<file path="src/rtl/cla_pipe_addsub_if.sv">
// Operand/result handshake bundle for cla_pipe_addsub: valid/ready in, valid/ready out.
interface cla_pipe_addsub_if #(
    parameter int WIDTH = 16
);
    logic             in_valid;
    logic             in_ready;
    logic [WIDTH-1:0] a;
    logic [WIDTH-1:0] b;
    logic             sub;
    logic             cin;
    logic             out_valid;
    logic             out_ready;
    logic [WIDTH-1:0] sum;
    logic             cout;
    logic             ovf;

    modport master (
        output in_valid, a, b, sub, cin, out_ready,
        input  in_ready, out_valid, sum, cout, ovf
    );

    modport slave (
        input  in_valid, a, b, sub, cin, out_ready,
        output in_ready, out_valid, sum, cout, ovf
    );
endinterface

</file>
<file path="src/rtl/cla_pipe_addsub.sv">
// Pipelined carry-lookahead adder/subtractor, one GROUP-bit lookahead group per stage.
// Define CLA_PIPE_SAT_EN to saturate the signed result on overflow instead of wrapping.
module cla_pipe_addsub #(
    parameter int WIDTH = 16,
    parameter int GROUP = 4
) (
    input logic              clk,
    input logic              rst,
    cla_pipe_addsub_if.slave bus
);
    localparam int STAGES = WIDTH / GROUP;

    typedef struct packed {
        logic             valid;
        logic             carry;   // carry into the next group to be computed
        logic             ovf;
        logic [WIDTH-1:0] a;
        logic [WIDTH-1:0] b;       // already inverted for subtraction
        logic [WIDTH-1:0] sum;     // bits of completed groups are final
    } stage_t;

    stage_t pipe_q [STAGES];
    stage_t pipe_d [STAGES];
    stage_t entry;
    logic   adv;

    // Returns {group carry-out, group sum}; every carry is a flat lookahead term.
    function automatic logic [GROUP:0] cla_group(
        input logic [GROUP-1:0] ga,
        input logic [GROUP-1:0] gb,
        input logic             c0
    );
        logic [GROUP-1:0] p;
        logic [GROUP-1:0] g;
        logic [GROUP:0]   c;
        logic             pp;
        p    = ga | gb;
        g    = ga & gb;
        c    = '0;
        c[0] = c0;
        for (int i = 0; i < GROUP; i++) begin
            c[i+1] = g[i];
            pp     = p[i];
            for (int j = i - 1; j >= 0; j--) begin
                c[i+1] = c[i+1] | (pp & g[j]);
                pp     = pp & p[j];
            end
            c[i+1] = c[i+1] | (pp & c0);
        end
        return {c[GROUP], ga ^ gb ^ c[GROUP-1:0]};
    endfunction

    function automatic stage_t step(input stage_t s, input int k);
        stage_t         r;
        logic [GROUP:0] grp;
        logic           c_msb;
        r       = s;
        grp     = cla_group(s.a[k*GROUP +: GROUP], s.b[k*GROUP +: GROUP], s.carry);
        r.sum[k*GROUP +: GROUP] = grp[GROUP-1:0];
        r.carry = grp[GROUP];
        r.ovf   = 1'b0;
        c_msb   = 1'b0;
        if (k == STAGES - 1) begin
            c_msb = s.a[WIDTH-1] ^ s.b[WIDTH-1] ^ grp[GROUP-1];
            r.ovf = c_msb ^ grp[GROUP];
`ifdef CLA_PIPE_SAT_EN
            // A wrapped negative MSB means the true result was positive.
            if (r.ovf) begin
                r.sum = grp[GROUP-1] ? {1'b0, {(WIDTH-1){1'b1}}}
                                     : {1'b1, {(WIDTH-1){1'b0}}};
            end
`endif
        end
        return r;
    endfunction

    // NOTE: every variable assigned here gets a value on every pass, so no latch is inferred.
    always_comb begin
        entry       = '0;
        entry.valid = bus.in_valid;
        entry.carry = bus.sub | bus.cin;
        entry.a     = bus.a;
        entry.b     = bus.sub ? ~bus.b : bus.b;
        pipe_d[0]   = step(entry, 0);
        for (int k = 1; k < STAGES; k++) begin
            pipe_d[k] = step(pipe_q[k-1], k);
        end
    end

    // NOTE: nonblocking assignments let each stage capture its predecessor's pre-edge value.
    // NOTE: data fields are reset too, since sum must read zero straight out of reset.
    always_ff @(posedge clk) begin
        if (rst) begin
            for (int k = 0; k < STAGES; k++) begin
                pipe_q[k] <= '0;
            end
        end else if (adv) begin
            for (int k = 0; k < STAGES; k++) begin
                pipe_q[k] <= pipe_d[k];
            end
        end
    end

    // The whole pipe moves in lockstep; a stalled result freezes every stage behind it.
    assign adv           = !pipe_q[STAGES-1].valid || bus.out_ready;
    assign bus.in_ready  = adv;
    assign bus.out_valid = pipe_q[STAGES-1].valid;
    assign bus.sum       = pipe_q[STAGES-1].sum;
    assign bus.cout      = pipe_q[STAGES-1].carry;
    assign bus.ovf       = pipe_q[STAGES-1].ovf;
endmodule

</file>
<file path="src/flat_wrapper.sv">
// flat-port wrapper written by rule: the top's interface ports become plain ports
module cla_pipe_addsub_flat 
#(
    parameter int WIDTH = 16,
    parameter int GROUP = 4
)
  (clk, rst, bus_in_valid, bus_a, bus_b, bus_sub, bus_cin, bus_out_ready, bus_in_ready, bus_out_valid, bus_sum, bus_cout, bus_ovf);
  cla_pipe_addsub_if #(.WIDTH(WIDTH)) bus_i ();
  input logic clk;
  input logic rst;
  input wire logic [$bits(bus_i.in_valid)-1:0] bus_in_valid;
  input wire logic [$bits(bus_i.a)-1:0] bus_a;
  input wire logic [$bits(bus_i.b)-1:0] bus_b;
  input wire logic [$bits(bus_i.sub)-1:0] bus_sub;
  input wire logic [$bits(bus_i.cin)-1:0] bus_cin;
  input wire logic [$bits(bus_i.out_ready)-1:0] bus_out_ready;
  output wire logic [$bits(bus_i.in_ready)-1:0] bus_in_ready;
  output wire logic [$bits(bus_i.out_valid)-1:0] bus_out_valid;
  output wire logic [$bits(bus_i.sum)-1:0] bus_sum;
  output wire logic [$bits(bus_i.cout)-1:0] bus_cout;
  output wire logic [$bits(bus_i.ovf)-1:0] bus_ovf;
  assign bus_i.in_valid = bus_in_valid;
  assign bus_i.a = bus_a;
  assign bus_i.b = bus_b;
  assign bus_i.sub = bus_sub;
  assign bus_i.cin = bus_cin;
  assign bus_i.out_ready = bus_out_ready;
  assign bus_in_ready = bus_i.in_ready;
  assign bus_out_valid = bus_i.out_valid;
  assign bus_sum = bus_i.sum;
  assign bus_cout = bus_i.cout;
  assign bus_ovf = bus_i.ovf;
  cla_pipe_addsub #(.WIDTH(WIDTH), .GROUP(GROUP)) u_core (.clk(clk), .rst(rst), .bus(bus_i));
endmodule
</file>
<file path="config.mk">
export PLATFORM = sky130hd
export DESIGN_NAME = cla_pipe_addsub_flat
export DESIGN_NICKNAME = d
export VERILOG_FILES = /design/src/rtl/cla_pipe_addsub_if.sv /design/src/rtl/cla_pipe_addsub.sv /design/src/flat_wrapper.sv
export SDC_FILE = /design/constraint.sdc
export NUM_CORES = 1
export LEC_CHECK = 0
export BUFFER_PORTS_ARGS = -buffer_cell sky130_fd_sc_hd__buf_4
export CAP_MARGIN = 10
export CORE_MARGIN = 1
export CORE_UTILIZATION = 49
export DETAILED_ROUTE_END_ITERATION = 8
export PLACE_DENSITY = 0.69
export SETUP_SLACK_MARGIN = 0.4
export SYNTH_ARGS = -nofsm -noshare
export SYNTH_HDL_FRONTEND = slang
export SYNTH_SLANG_ARGS = --single-unit
</file>
<file path="constraint.sdc">
create_clock -name clk -period 4 [get_ports clk]
set_clock_uncertainty 0.1 [all_clocks]
set_input_delay 0.4 -clock clk [delete_from_list [all_inputs] [get_ports clk]]
set_output_delay 0.4 -clock clk [all_outputs]
set_load 0.03 [all_outputs]
</file>
==> impl_metrics.toml, run 1 <==
[outcome]
status = "finished, final reports clean"

[place]
routabilityCongestion = 0.742
dp_cells = 527
dp_hpwl_mm = 4.23
port_buffers = 57

[timing]
fin_setup_tns_ns = 0
slew_headroom_pct = 30.1
post-route-min-period_ns = 2.16
finalHoldViolations = 0
rsz0062_at_grt = "no"
worst_pin_slew_ns = 1.05
post-route-period-util_pct = 54.1
max_freq_mhz = 462
drv_slew = 0
setup_viol = 0

[clock_network]
cts_resized = 0
cts_tree = "done"
numCtsBuffers = 9
clk_latency_ns = 0.35
cts_buffer_depth = 2
holdBufCountCts = 0
cts.clk_slew.worst_paths_ns = 0.09
cts_sinks = 97
clockRootBuffer = "clkbuf_8"
ctsHtreeMaxLevel = 3
post-cts-setup-buffer-count = 0

[cells_and_area]
drive_gt1_share_pct = 19.1
syn_to_final_growth_pct = 15.4
fillers = 739
mostFrequentLayoutCell = "edfxtp_1"
nets = 483
largest_register = "u_core.pipe_q"
final_cell_mix = "97 x edfxtp_1, 64 x and2_1, 59 x buf_4"
top_regs = "u_core.pipe_q x97"
final_cells = 543
diodes = 0
largest_register_ffs = 97

[setup_path]
critPathMaxFanout = 51
cpPeakStageDelay_ns = 0.60
crit_buf_inv = 1
cp_data_required_time_ns = 3.89
crit_family = "simple AND/OR/NAND/NOR gates"
critical_path_arrival_ns = 2.06
cpMaxStageDelayCell = "buf_4"
endpoint_kind = "flip-flop"
worstSetupStartpointType = "flip-flop"
path_cells = "nor2b_4, nand2b_4, buf_4"
crit_type = "flip-flop to flip-flop"

[synth]
yosys.area_share.simple_pct = 14.0
synth_top_family_by_area = "simple AND/OR/NAND/NOR gates"
synthCells = 351
synth_seq_cells = 97
synth.distinct_cells = 33
synth_mux_area_share_pct = 0.856
yosysTopAreaCell = "edfxtp_1"
syn_area_per_cell_um2 = 13.3
synth-adder-area-share_pct = 10.3
yosys_warnings = 0
synth.top_cells.by_area = "edfxtp_1 62%, and2_1 8.6%, ha_1 8.6%, inv_1 3.6%, xnor2_1 2.2%"
yosysSeqAreaShare_pct = 62.2
synth_fp_nets = 425
yosysTopAreaCellShare_pct = 62.2
netlist_area_um2 = 4680
synth-xor-area-share_pct = 3.93
synth_compound_area_share_pct = 3.40

[floorplanning]
fp.coreArea_um2 = 9240
die_y_um = 99.7
ioPinCount = 58
die_area_um2 = 9950
die_x_um = 99.7
initial_core_util_pct = 50.6
rows = 35

[drt]
route.detailed.drc = 0
routed_wl_mm = 6.51
vias = 2541
detail-route-antenna-nets = 0
wl_per_cell_um = 12.0
via_per_inst = 4.68
drt-initial-drc-count = 58
drt_pass1_iterations = 4

[grt]
overflow = 0
grt_pass1_vias = 2538
track_usage_pct = 14.5
grt_pass1_wl_mm = 10.9
antenna_found_initial = 0
grt_max_degree = 66

[flow_run]
maxCapViolations = 0

[power]
power_density_nw_per_um2 = 380
leakage_nw = 2.38
max-vdd-ir-drop_v = 0.000148

[worst_hold_path]
hp-class = "input pin to flip-flop"
[metal layers]
metal | vias to the layer above | wire [µm] | share of wire (%) | track usage, %
met1 | 1184 | 2880 | 44 | 17.0
met3 | 16 | 262 | 4.0 | 3.23
met4 | 0 | 160 | 2.5 | 8.48
li1 | 1272 | - | - | -
met5 | - | 0 | 0 | 0
met2 | 69 | 3200 | 49 | 24.6
[final timing paths]
| kind | from | endpoint | slack (ns) | cells past startpoint |
|---|---|---|---|---|
| setup reg to reg | u_core.pipe_q[3][50] | u_core.pipe_q[2][10] | 1.84 | 3 |
| hold reg to reg | u_core.pipe_q[0][41] | u_core.pipe_q[1][41] | 0.42 | 1 |
| setup / recovery | u_core.pipe_q[3][50] | u_core.pipe_q[2][10] | 1.84 | 3 |
| hold / removal | bus_a[4] | u_core.pipe_q[0][36] | 0.22 | 2 |
[power by group]
part,internal (mW),switching (mW)
logic,0.110,0.121
clock network,0.285,0.319
registers,1.20,0.0204
[through the flow]
| step | hold slack (ns) | power, mW | worst slack (ns) | instance area, µm² | util (%) |
|---|---|---|---|---|---|
| floorplan | 0.397 | 1.40 | 0.484 | 4680 | - |
| global placement | 0.400 | 1.47 | 1.75 | 5210 | 56.4 |
| detailed placement | 0.401 | 1.47 | 1.73 | 5210 | 56.4 |
| CTS | 0.198 | 2.07 | 1.79 | 5400 | 58.4 |
| global route | 0.196 | 2.15 | 1.71 | 5400 | 58.4 |
| finish | 0.217 | 2.05 | 1.84 | 5400 | 58.4 |
[synth_stat cells (all sizes together)]
| cell | instances |
|---|---|
| edfxtp | 97 |
| a21o | 1 |
| or3 | 3 |
| nand2b | 4 |
| nor3b | 1 |
| fa | 4 |
| a22o | 1 |
| xnor2 | 12 |
| a211oi | 1 |
| o31ai | 1 |
| o21ai | 2 |
| nand2 | 4 |
| a21oi | 6 |
| o311a | 1 |
| nor3 | 7 |
| nor2b | 4 |
| and3 | 1 |
| o21bai | 3 |
| inv | 45 |
| xor2 | 9 |
| ha | 32 |
| clkbuf | 6 |
| o21a | 6 |
| and2 | 64 |
| or2 | 1 |
| nand3b | 1 |
| mux2i | 4 |
| buf | 6 |
| nor2 | 24 |
[cells by family after synthesis]
| kind of cell | after synthesis |
|---|---|
| adders and majority gates | 36 |
| xor gates and xnor gates | 21 |
| muxes | 4 |
| DFF | 97 |
| and+or+nand+nor | 114 |
| buffers and inverters | 57 |
| AOI/OAI and AO/OA | 22 |
[layout make-up]
type / instances / area, µm² / area share, %
clock buffers: 10 / 128 / 2.36
clock inverters: 6 / 58.8 / 1.09
inverters: 45 / 169 / 3.13
multi-input cells: 197 / 1530 / 28.3
flip-flops and latches: 97 / 2910 / 53.9
well taps: 129 / 161 / 2.99
repair buffers: 59 / 443 / 8.20
(Power assumes the default switching activity.)
==> inputs of run 2 (changes only) <==
- clock period: 4 -> 2 ns (I/O delays scaled with it)
==> run 2 against run 1 <==
Effect of this change: register-to-register slack lost 1.4 ns; sequential share of layout area shrank 3.3 points; clock-buffer cell count shrank 1; critical path depth grew 3; via count grew 4.3%; sequential power grew 100%; routed wire length grew 9.6%; global-route usage grew 0.53 points; critical path type unchanged; setup slack lost 1.4 ns.
==> impl_metrics.toml, run 2 (synthesis results as in run 1) <==
[worst_hold_path]
whs_endpoint = "u_core.pipe_q[0][47]"
holdPathStages = 2
hp-class = "input pin to flip-flop"
min_from = "bus_a[15]"

[drt]
drt_pass1_iterations = 4
drt-initial-drc-count = 83
routed_wl_mm = 7.13
detail-route-antenna-nets = 0
via_per_inst = 4.70
wl_per_cell_um = 12.6
route.detailed.drc = 0
vias = 2651

[clock_network]
clockRootBuffer = "clkbuf_8"
clk_latency_ns = 0.36
cts_buffer_depth = 2
ctsHtreeMaxLevel = 3
cts_sinks = 97
cts_tree = "done"
numCtsBuffers = 9
cts.clk_slew.worst_paths_ns = 0.10

[place]
dp_hpwl_mm = 4.50
routabilityCongestion = 0.731
port_buffers = 57
dp_cells = 532
post-place-ws_ns = 0.284
place_area_um2 = 5320

[outcome]
status = "finished, final reports clean"

[floorplanning]
rows = 35
die_area_um2 = 9950
die_y_um = 99.7
initial_core_util_pct = 50.6
fp.coreArea_um2 = 9240
die_x_um = 99.7
ioPinCount = 58

[cells_and_area]
postLayoutCoreUtil_pct = 62.2
diodes = 0
final_cells = 564
largest_register = "u_core.pipe_q"
largest_register_ffs = 97
nets = 504
final_cell_mix = "97 x edfxtp_1, 69 x buf_4, 64 x and2_1"
top_regs = "u_core.pipe_q x97"
syn_to_final_growth_pct = 22.8
final_area_um2 = 5750
mostFrequentLayoutCell = "edfxtp_1"
drive_gt1_share_pct = 27.6

[setup_path]
ff2ff_setup_slack_ns = 0.42
cp_data_required_time_ns = 2.11
crit_type = "flip-flop to flip-flop"
critPathMaxFanout = 2
critPathLaunch = "u_core.pipe_q[1][24]"
critical_path_arrival_ns = 1.69
worstSetupStartpointType = "flip-flop"
reg2reg_depth = 6
endpoint_kind = "flip-flop"
r2r_start = "u_core.pipe_q[1][24]"
rr_endpoint = "u_core.pipe_q[2][10]"

[power]
leakage_nw = 2.52
power_density_nw_per_um2 = 757
power_mw = 4.35
max-vdd-ir-drop_v = 0.000327

[grt]
grt_pass1_vias = 2588
grt_pass1_wl_mm = 11.4
track_usage_pct = 15.1
grt_max_degree = 43
overflow = 0
antenna_found_initial = 0

[timing]
slew_headroom_pct = 79.3
post-route-min-period_ns = 1.58
finalHoldViolations = 0
rsz0062_at_grt = "yes"
fin_setup_tns_ns = 0
drv_slew = 0
max_freq_mhz = 632
hold_ws_ns = 0.0187
worst_pin_slew_ns = 0.311
setup_viol = 0
worst_slack_ns = 0.417
post-route-period-util_pct = 79.1

[flow_run]
maxCapViolations = 0
## run 2: cell count changes in the layout (fill, tap and decap cells not counted), sizes merged
cell	delta
buf	+14
dlygate4sd3	+6
bufinv	+1
clkbuf	-1
clkinv	-1
inv	+1
nand2b	+1
## run 2: worst max path at each step
stage | slack (ns) | to
after CTS | 0.39 | u_core.pipe_q[2][49]
after global routing | 0.37 | u_core.pipe_q[2][10]
after floorplan | 0.09 | u_core.pipe_q[0][0]
after detailed placement | 0.28 | u_core.pipe_q[0][2]
final | 0.42 | u_core.pipe_q[2][10]
after global placement | 0.32 | u_core.pipe_q[0][2]
## run 2: where the power goes
group	internal [mW]	total, mW	switching [mW]
Combinational	0.263	0.528	0.265
Clock	0.705	1.39	0.681
Sequential	2.39	2.44	0.0440
## run 2: metal layers
| layer | vias up | global-route usage (%) | wire, µm |
|---|---|---|---|
| met3 | 10 | 3.65 | 271 |
| met4 | 0 | 7.47 | 108 |
| met2 | 58 | 26.3 | 3620 |
| met1 | 1270 | 17.3 | 3130 |
| li1 | 1313 | - | - |
| met5 | - | 0 | 0 |
## run 2: cell type report
type                            count  area [µm²]
Sequential cell                    97        2910
Inverter                           45         169
Timing Repair Buffer               79         649
Fill cell                         718        3490
Multi-Input combinational cell    198        1640
Clock inverter                      7        93.8
Clock buffer                        9         124
Tap cell                          129         161
## run 2: what timing repair did
action                     CTS  global route
pin swaps                    1             7
gates cloned                 0             1
hold buffers                 6             0
hold endpoints to repair     6             0
setup buffers                0             9
resized for setup            3            22
setup endpoints to repair   27           129
## run 2: worst max-delay path, cell delays in order, from the launching register on
cell,delay (ns)
edfxtp_1,0.43
inv_2,0.10
ha_4,0.12
nor2b_1,0.03
o21bai_1,0.25
nor2b_2,0.22
mux2i_1,0.19
==> inputs of run 3 (changes only) <==
- clock period: 2 -> 1.5 ns (I/O delays scaled with it)
==> run 3 against run 2 <==
Effect of this change: the flow now finishes with violations (setup timing); critical path type unchanged; largest power group unchanged; utilization up 18 points; sequential share of layout area fell by 11 points; power up 39%; critical endpoint is now u_core.pipe_q[2][11]; fmax decreased by 0.56%; setup slack got worse by 0.51 ns.
==> impl_metrics.toml, run 3 (synthesis results as in run 1) <==
[outcome]
status = "finished with violations"
violations = "setup timing"

[floorplanning]
rows = 35
fp.coreArea_um2 = 9240
die_y_um = 99.7
die_area_um2 = 9950
ioPinCount = 58
die_x_um = 99.7
initial_core_util_pct = 50.6

[clock_network]
clk_latency_ns = 0.36
cts.clk_slew.worst_paths_ns = 0.10
clockRootBuffer = "clkbuf_8"
cts_sinks = 97
ctsHtreeMaxLevel = 3
numCtsBuffers = 9
cts_buffer_depth = 2
cts_tree = "done"

[cells_and_area]
top_regs = "u_core.pipe_q x97"
final_cell_mix = "97 x edfxtp_1, 64 x and2_4, 51 x buf_4"
mostFrequentLayoutCell = "edfxtp_1"
drive_gt1_share_pct = 57.0
largest_register = "u_core.pipe_q"
nets = 567
largest_register_ffs = 97
syn_to_final_growth_pct = 58.0

[timing]
max_freq_mhz = 628
post-route-period-util_pct = 106
slew_headroom_pct = 78.9
worst_slack_ns = -0.0917
finalHoldViolations = 0
hold_ws_ns = 0.0445
post-route-min-period_ns = 1.59
setup_viol = 158
worst_pin_slew_ns = 0.314
rsz0062_at_grt = "yes"
drv_slew = 0

[power]
leakage_nw = 3.22
pwr-share-comb_pct = 20.6
max-vdd-ir-drop_v = 0.000478
p_int_mw = 4.52
power.switching_mw = 1.55
power_mw = 6.07
swShare_pct = 25.6
power_density_nw_per_um2 = 820
p_clk_share_pct = 25.3
seqPwrFrac_pct = 54.1

[grt]
antenna_found_initial = 1
track_usage_pct = 22.9
grt_pass1_vias = 3274
overflow = 0
grt_max_degree = 16
grt_pass1_wl_mm = 16.8

[setup_path]
worstSetupStartpointType = "flip-flop"
endpoint_kind = "flip-flop"
cp_data_required_time_ns = 1.53
critical_path_arrival_ns = 1.62
critPathMaxFanout = 7
crit_type = "flip-flop to flip-flop"

[place]
dp_hpwl_mm = 4.77
port_buffers = 57
routabilityCongestion = 0.724

[drt]
drt_pass1_iterations = 4
drt-initial-drc-count = 133
detail-route-antenna-nets = 0
wl_per_cell_um = 18.1
routed_wl_mm = 11.3
vias = 3105
route.detailed.drc = 0
via_per_inst = 4.94

[flow_run]
maxCapViolations = 0

[worst_hold_path]
hp-class = "input pin to flip-flop"
[run 3: power by group through the flow]
stage	logic (mW)	clock network, mW	registers [mW]
after floorplan	0.425	0	3.35
after global placement	0.677	0	3.30
after detailed placement	0.699	0	3.31
after CTS	1.11	1.52	3.27
after global routing	1.34	1.66	3.30
final	1.25	1.54	3.28
[run 3: worst paths after layout]
kind / startpoint / end / slack (ns) / cells after the start
worst max-delay path: u_core.pipe_q[3][50] / u_core.pipe_q[2][11] / -0.09 / 6
worst min-delay path: bus_b[7] / u_core.pipe_q[0][23] / 0.04 / 3
worst max register to register: u_core.pipe_q[3][50] / u_core.pipe_q[2][11] / -0.09 / 6
worst min register to register: u_core.pipe_q[0][29] / u_core.pipe_q[1][29] / 0.45 / 1
[run 3: through the flow]
step	setup WS, ns	utilization [%]	setup TNS, ns	area (µm²)	std cells
2_1_floorplan	-0.413	-	-42.58	4830	351
3_3_place_gp	-0.125	59.5	-0.545	5490	543
3_5_place_dp	-0.170	59.5	-0.993	5490	543
4_1_cts	-0.0822	77.0	-5.42	7110	620
5_1_grt	-0.151	80.0	-16.92	7390	628
6_report	-0.0917	80.0	-7.74	7390	628
[run 3: metal layers]
layer	vias to the layer above	GRT usage (%)	wire, µm
met1	1547	29.6	4820
met3	15	2.67	480
met4	0	8.60	212
li1	1445	-	-
met2	98	39.6	5840
met5	-	0	0
[run 3: what timing repair did]
item                       in CTS  in global routing
pin swaps                      28                 16
setup endpoints to repair     214                214
gates resized for setup       162                 49
hold endpoints to repair       13                  0
hold buffers                   13                  0
cloned                         19                  1
setup buffers                  29                  6
[run 3: critical path, cell delays in order, from the launching register on]
cell and delay [ns]:
edfxtp_1 0.36, nor2b_4 0.25, buf_6 0.14, nand2b_4 0.10, buf_8 0.16, buf_12 0.12, buf_16 0.13
[run 3: area by class of cell]
| type | count | area, µm² |
|---|---|---|
| inverter | 45 | 169 |
| timing repair buffer | 143 | 1930 |
| antenna | 1 | 2.50 |
| multi-input combinational | 197 | 2060 |
| sequential | 97 | 2910 |
| clock inverter | 5 | 32.5 |
| fill | 498 | 1850 |
| clock buffer | 11 | 131 |
| tap | 129 | 161 |
